[src/rtl/expr_gen.sv]
// rtl/expr_gen.sv - BCD expression to ASCII serialiser; optional '=' terminator under EXPR_GEN_TERM_EN
module expr_gen #(
    parameter int MAX_TERMS = 4
) (
    input  logic                       clk,
    input  logic                       clr,
    input  logic                       start,
    input  logic [3:0]                 nterms,
    input  logic [4*MAX_TERMS-1:0]     digits,
    input  logic [2*(MAX_TERMS-1)-1:0] ops,
    input  logic                       hold,
    output logic [7:0]                 out_char,
    output logic                       out_vld,
    output logic                       busy,
    output logic                       done,
    output logic                       err
);

    localparam int IDXW = $clog2(MAX_TERMS);

    typedef enum logic [2:0] {
        IDLE,
        DIGIT,
        OP,
`ifdef EXPR_GEN_TERM_EN
        TERM,
`endif
        FIN
    } state_t;

    state_t                 state_q, state_d;
    logic [IDXW-1:0]        idx_q, idx_d;
    logic [3:0]             nterms_q, nterms_d;
    logic [4*MAX_TERMS-1:0] digits_q, digits_d;
    // One spare operator slot so the select stays in range when idx points at the last operand
    logic [2*MAX_TERMS-1:0] ops_q, ops_d;
    logic [7:0]             char_q, char_d;
    logic                   vld_q, vld_d;
    logic                   busy_q, busy_d;
    logic                   done_q, done_d;
    logic                   err_q, err_d;

    logic                   req_ok;
    logic                   last_digit;
    logic [3:0]             cur_digit;
    logic [1:0]             cur_op;
    logic [7:0]             op_char;

    assign cur_digit  = digits_q[{idx_q, 2'b00} +: 4];
    assign cur_op     = ops_q[{idx_q, 1'b0} +: 2];
    assign last_digit = (4'(idx_q) == (nterms_q - 4'd1));

    // Request check: operand count in range and every used operand a BCD digit
    always_comb begin
        req_ok = (nterms != 4'd0) && (int'(nterms) <= MAX_TERMS);
        for (int k = 0; k < MAX_TERMS; k++) begin
            if ((k < int'(nterms)) && (digits[4*k +: 4] > 4'd9)) begin
                req_ok = 1'b0;
            end
        end
    end

    // Operator code to ASCII
    always_comb begin
        case (cur_op)
            2'b00:   op_char = 8'h2B;
            2'b01:   op_char = 8'h2D;
            2'b10:   op_char = 8'h2A;
            default: op_char = 8'h2F;
        endcase
    end

    // Next-state and registered-output logic; hold freezes everything except the valid flag
    always_comb begin
        state_d  = state_q;
        idx_d    = idx_q;
        nterms_d = nterms_q;
        digits_d = digits_q;
        ops_d    = ops_q;
        char_d   = char_q;
        vld_d    = 1'b0;
        busy_d   = busy_q;
        done_d   = 1'b0;
        err_d    = 1'b0;
        case (state_q)
            IDLE: begin
                if (busy_q) begin
                    // Cycle showing the done pulse: busy still high, start not sampled
                    busy_d = 1'b0;
                end else if (start) begin
                    if (req_ok) begin
                        nterms_d = nterms;
                        digits_d = digits;
                        ops_d    = {2'b00, ops};
                        idx_d    = '0;
                        busy_d   = 1'b1;
                        state_d  = DIGIT;
                    end else begin
                        err_d = 1'b1;
                    end
                end
            end
            DIGIT: begin
                if (!hold) begin
                    char_d = 8'h30 + {4'h0, cur_digit};
                    vld_d  = 1'b1;
                    if (!last_digit) begin
                        state_d = OP;
                    end else begin
`ifdef EXPR_GEN_TERM_EN
                        state_d = TERM;
`else
                        state_d = FIN;
`endif
                    end
                end
            end
            OP: begin
                if (!hold) begin
                    char_d  = op_char;
                    vld_d   = 1'b1;
                    idx_d   = idx_q + IDXW'(1);
                    state_d = DIGIT;
                end
            end
`ifdef EXPR_GEN_TERM_EN
            TERM: begin
                if (!hold) begin
                    char_d  = 8'h3D;
                    vld_d   = 1'b1;
                    state_d = FIN;
                end
            end
`endif
            FIN: begin
                if (!hold) begin
                    done_d  = 1'b1;
                    state_d = IDLE;
                end
            end
            default: state_d = IDLE;
        endcase
    end

    // State and output registers with synchronous active-low clear
    always_ff @(posedge clk) begin
        if (!clr) begin
            state_q  <= IDLE;
            idx_q    <= '0;
            nterms_q <= 4'd0;
            digits_q <= '0;
            ops_q    <= '0;
            char_q   <= 8'h00;
            vld_q    <= 1'b0;
            busy_q   <= 1'b0;
            done_q   <= 1'b0;
            err_q    <= 1'b0;
        end else begin
            state_q  <= state_d;
            idx_q    <= idx_d;
            nterms_q <= nterms_d;
            digits_q <= digits_d;
            ops_q    <= ops_d;
            char_q   <= char_d;
            vld_q    <= vld_d;
            busy_q   <= busy_d;
            done_q   <= done_d;
            err_q    <= err_d;
        end
    end

    assign out_char = char_q;
    assign out_vld  = vld_q;
    assign busy     = busy_q;
    assign done     = done_q;
    assign err      = err_q;

endmodule

[config.mk]
export PLATFORM = sky130hd
export DESIGN_NAME = expr_gen
export DESIGN_NICKNAME = d
export VERILOG_FILES = /design/src/rtl/expr_gen.sv
export SDC_FILE = /design/constraint.sdc
export NUM_CORES = 1
export LEC_CHECK = 0
export ABC_CLOCK_PERIOD_IN_PS = 4730
export CORE_MARGIN = 4
export CORE_UTILIZATION = 30
export CTS_BUF_LIST = sky130_fd_sc_hd__clkbuf_4
export CTS_CLUSTER_DIAMETER = 60
export DETAILED_ROUTE_END_ITERATION = 10
export DONT_BUFFER_PORTS = 1
export HOLD_SLACK_MARGIN = 0.15
export PLACE_DENSITY = 0.45
export SLEW_MARGIN = 25
export SYNTH_ARGS = -nofsm -noshare
export SYNTH_HDL_FRONTEND = slang
export SYNTH_SLANG_ARGS = --single-unit
[constraint.sdc]
create_clock -name clk -period 4.73 [get_ports clk]
set_input_delay 1.1825 -clock clk [delete_from_list [all_inputs] [get_ports clk]]
set_output_delay 1.1825 -clock clk [all_outputs]
set_load 0.05 [all_outputs]
Word-level counts from Yosys, hierarchy flattened --
Index checks and enable logic that the tools add are counted.
Storage, ports and cells: bits in read-only memories 0, input bits 30, register bits after elaboration 43, word-level logic and storage cells 84, output and inout port bits 12, memory bits (writable) 0, bits in latches 0, memories 0
Cells by class: div/mod/pow operators 0, mux-type cells 26, multiply operators 0, add/subtract/negate cells 3, order comparisons 9, reduce and logical (&&, ||, !) cells 18, bitwise operators 4, equality and inequality tests 12, shift operators 2
Operators with widths (count):
- 2-to-1 mux 3 bit | 6
- greater-than comparator 4 bit (second input constant) | 4
- 2-to-1 mux 8 bit | 2
- case mux 8 bit (2 select lines) | 1
- variable part select 16 x 5 -> 4 bit | 1
- inequality test 2 bit (second input constant) | 6
- case mux 3 bit (4 select lines) | 1
- 2-to-1 mux 1 bit | 10
- case mux 3 bit (3 select lines) | 1
- < comparator 1 x 4 -> 1 bit (first input constant) | 2
- < comparator 2 x 4 -> 1 bit (first input constant) | 2
- 2-to-1 mux 2 bit | 4
- variable part select 8 x 4 -> 2 bit | 1
- adder 6 x 4 -> 7 bit (first input constant) | 1
- == test 3 x 2 -> 1 bit (second input constant) | 2
- AND reduction 6 bit | 1
- logical AND 1 bit | 5
- AND reduction 5 bit | 1
- == test 2 x 4 -> 1 bit | 1
- less-or-equal comparator 4 x 3 -> 1 bit (second input constant) | 1
- NOT 1 bit | 4
- case mux 2 bit (2 select lines) | 1
- AND reduction 2 bit | 2
- AND reduction 4 bit | 1
- other kinds (12) | 13

Depth between registers and ports, before layout --
word-level depth 10, mapped depth 8, gate-level depth less buffers 7

Worst setup path before layout --
No wires, ideal clock.
path kind input to register, start point input nterms[1], end point register idx_q[0], data required time 4.610 ns, setup time 0.120 ns, stages 5, buffers on the path 0, setup slack 2.304 ns, arrival 2.306 ns, cells stage by stage nor3_1 > o21ai_2 > o41ai_1 > a21boi_0 > o31a_1
On the way: cells in the longest elaborated chain, start to end 8, elaborated cells between the ends (all ways) 17, classes of those cells order compare (5); eq/ne (1); mux (4); reduce/logical (7)
RTL lines:
- start: declaration | line 8 | input logic [3:0] nterms,
- less-or-equal comparator 4 x 3 -> 1 bit (tied with other cells) | line 55 | req_ok = (nterms != 4'd0) && (int'(nterms) <= MAX_TERMS);
- logical AND 1 bit, on equally long branches | line 55, 57
- 2-to-1 mux 1 bit (3 in a row) | line 57 | if ((k < int'(nterms)) && (digits[4*k +: 4] > 4'd9)) begin
- 2-to-1 mux 1 bit * | line 57
- inequality test 2 bit (no source line) *
- AND reduction 5 bit (no source line) *
- end signal: assignment | line 160 | idx_q <= idx_d;
- end: declaration | line 32 | logic [IDXW-1:0] idx_q, idx_d;
Mark *: on every way between the ends. The rest lies on a longest branch, timed or not. A chain may end at the register's enable or synchronous reset.

Final worst setup path --
start point input digits[9], end point register digits_q[14]
On the way: cells in the longest elaborated chain, start to end 5
RTL lines:
- start: declaration | line 9 | input logic [4*MAX_TERMS-1:0] digits,
- greater-than comparator 4 bit | line 57
- logical AND 1 bit | line 57
- 2-to-1 mux 1 bit (2 in a row) | line 57
- AND reduction 4 bit (no source line)
- end signal: assignment | line 162 | digits_q <= digits_d;
- end: declaration | line 34 | logic [4*MAX_TERMS-1:0] digits_q, digits_d;
Every way passes these cells.

==> results.py <==
metrics = {
    "placed_design": {
        "gp_congestion": 0.714,
        "place_inst": 308,
        "placed_cell_area_sq_um": 2120,
        "hpwl_mm": 3.37,
        "io_buffers": 0,
    },
    "synthesis": {
        "synth_edf_count": 0,
        "postSynthCellCount": 226,
        "yosys_warnings": 0,
        "mappedNetlistArea_sq_um": 2100,
        "synth_ff_type": "dfxtp_1",
        "synth_top_area_share_pct": 38.2,
        "synth_top_area_cell": "dfxtp_1",
        "synthArstFlopShare_pct": 0,
        "synth_cell_type_count": 41,
        "synth_area_leaders": "dfxtp_1, o21ai_2, nand2_1, nand3_1, mux4_2",
        "ys_seq_area_share_pct": 38.2,
        "synth_seq_cells": 40,
        "synth_area_per_cell_sq_um": 9.28,
    },
    "global_routing": {
        "grt_use_total_pct": 12.1,
        "grt_pass1_wl_mm": 8.04,
        "grt_util_met3_pct": 3.31,
        "use_met2_pct": 18.9,
        "grt_max_degree": 69,
        "overflow": 0,
        "grt_antenna_before_repair": 0,
        "met1_usage_pct": 15.9,
        "busiest_layer": "met2",
        "grt_pass1_vias": 1537,
    },
    "worst_setup_path": {
        "crit_fanout": 26,
        "path_buf_inv": 1,
        "worstPathRequired_ns": 5.03,
        "worstSetupPathType": "primary input to flip-flop",
        "path_cells": "o21ai_0, o211ai_2, nor4_4, buf_4, nand3_1, o21ai_2",
        "slowest_delay_ns": 0.38,
        "crit_path_top_delay_cell": "buf_4",
        "critPathTopFamily": "compound AO/OA/AOI/OAI gates",
        "end_kind": "flip-flop",
        "setup.worst_path.start_class": "primary input",
        "crit_arrival_ns": 2.54,
    },
    "final_layout": {
        "synthToLayoutAreaGrowth_pct": 4.95,
        "num_antenna_cells": 0,
        "layout.nets": 255,
        "layout_common_cells": "dfxtp_1, nand2_1, o21ai_2",
        "fillCellCount": 725,
        "drive_gt1_share_pct": 23.6,
        "final_cell_count_no_fill": 316,
        "layout_commonest_cell": "dfxtp_1",
        "final_area_sq_um": 2200,
    },
    "clocking": {
        "clk_latency_ns": 0.35,
        "cts_max_path_buffers": 2,
        "cts_hold_buffers": 0,
        "cts_tree": "built",
        "clkTransAtPathRegs_ns": 0.13,
        "cts-resized-gates": 0,
        "root_buffer": "clkbuf_4",
        "cts_buffers": 5,
        "cts_htree_levels": 2,
        "cts_num_sinks": 40,
        "post_cts_buffers": 0,
    },
    "floorplanning": {
        "die_y_um": 91.6,
        "ios": 42,
        "core_sq_um": 6790,
        "rows": 30,
        "die_area_sq_um": 8390,
        "start_util_pct": 30.9,
        "die_w_um": 91.6,
    },
    "routing": {
        "dr.pass1.iters": 4,
        "drc": 0,
        "vias": 1557,
        "drt_iter0_drc": 68,
        "drtAntennaViolNets": 0,
        "wl_mm": 4.76,
        "routedWlPerCell_um": 15.1,
        "via_per_inst": 4.93,
    },
    "timing": {
        "setup_viol": 0,
        "max_freq_mhz": 446,
        "finalSetupTns_ns": 0,
        "slew_violations": 0,
        "worst_pin_slew_ns": 0.744,
        "min_period_ns": 2.24,
        "rsz0062_at_grt": "no",
        "slew_headroom_pct": 50.3,
        "skew_ns": 0.00619,
        "period_share_pct": 47.4,
        "hold_viol": 0,
    },
    "hold_path": {
        "hp-class": "flip-flop to flip-flop",
    },
    "pwr": {
        "p_leak_nw": 0.749,
        "peakVddDrop_uv": 120,
        "power_w": 0.000787,
        "cellPowerDensity_nw_per_um2": 358,
    },
    "outcome": {
        "status": "finished clean",
    },
    "job": {
        "maxCapViolations": 0,
    },
}
registers in the layout (all words and copies together), names as in the netlist:
signal and cells:
done 1, state_q 2, out_vld 1, busy 1, err 1, out_char 6
nterms_q 4, ops_q 6, idx_q 2, digits_q 16
report_power, final:
part	total [W]	switching, W	internal (W)
clock	0.000233	0.000123	0.000110
combinational	0.000127	0.0000760	0.0000514
sequential	0.000427	0.0000668	0.000360
area by class of cell:
class,instances,area [sq um],area share [%]
Timing Repair Buffer,2,15.0,0.682
Multi-Input combinational cell,162,1150,52.5
Sequential cell,40,801,36.4
Clock buffer,5,37.5,1.71
Inverter,8,30.0,1.36
Tap cell,96,120,5.46
Clock inverter,3,42.5,1.93
path summary, 6_finish.rpt:
kind	cells past startpoint	slack, ns	from	to
setup / recovery	6	2.49	digits[9]	digits_q[14]
hold / removal	2	0.47	digits_q[0]	digits_q[0]
setup reg to reg	8	2.66	state_q[0]	digits_q[14]
hold reg to reg	2	0.47	digits_q[0]	digits_q[0]
worst min-delay path, stage by stage (launching register included):
cell     delay, ns
dfxtp_1       0.33
nand2_1       0.07
o21ai_2       0.04
kinds of logic after synthesis:
family / count (synthesis) / synth area share (%)
AOI/OAI and AO/OA: 54 / 20.7
muxes: 10 / 7.16
DFF: 40 / 38.2
xor gates and xnor gates: 4 / 1.67
and+or+nand+nor: 86 / 21.6
other: 1 / 0.179
adders and majority gates: 6 / 3.58
buffers and inverters: 25 / 6.92
layer usage:
layer	part of all wire [%]	vias to the layer above
met5	0	-
met4	1.5	0
met3	4.2	7
met2	48	27
met1	46	734
li1	-	789
stage by stage:
step / hold slack, ns / setup slack (ns) / util, %
after global routing: 0.487 / 2.34 / 32.4
after floorplan: 0.435 / 2.30 / -
final: 0.466 / 2.49 / 32.4
after global placement: 0.446 / 2.13 / 31.2
after CTS: 0.470 / 2.48 / 32.4
after detailed placement: 0.449 / 2.12 / 31.2
synthesized netlist by cell type, types with 4 or more instances:
cell type  count
mux4_2         4
buf_2          5
nor2_1         8
inv_1          8
o21ai_0        7
buf_6          5
nand3_2        7
ha_1           6
dfxtp_1       40
nor3_1         4
a21oi_1        4
o21ai_2       24
clkbuf_1       4
mux2i_1        6
nand3_1       20
nand2_1       33
Power figures use the tool's default switching activity.
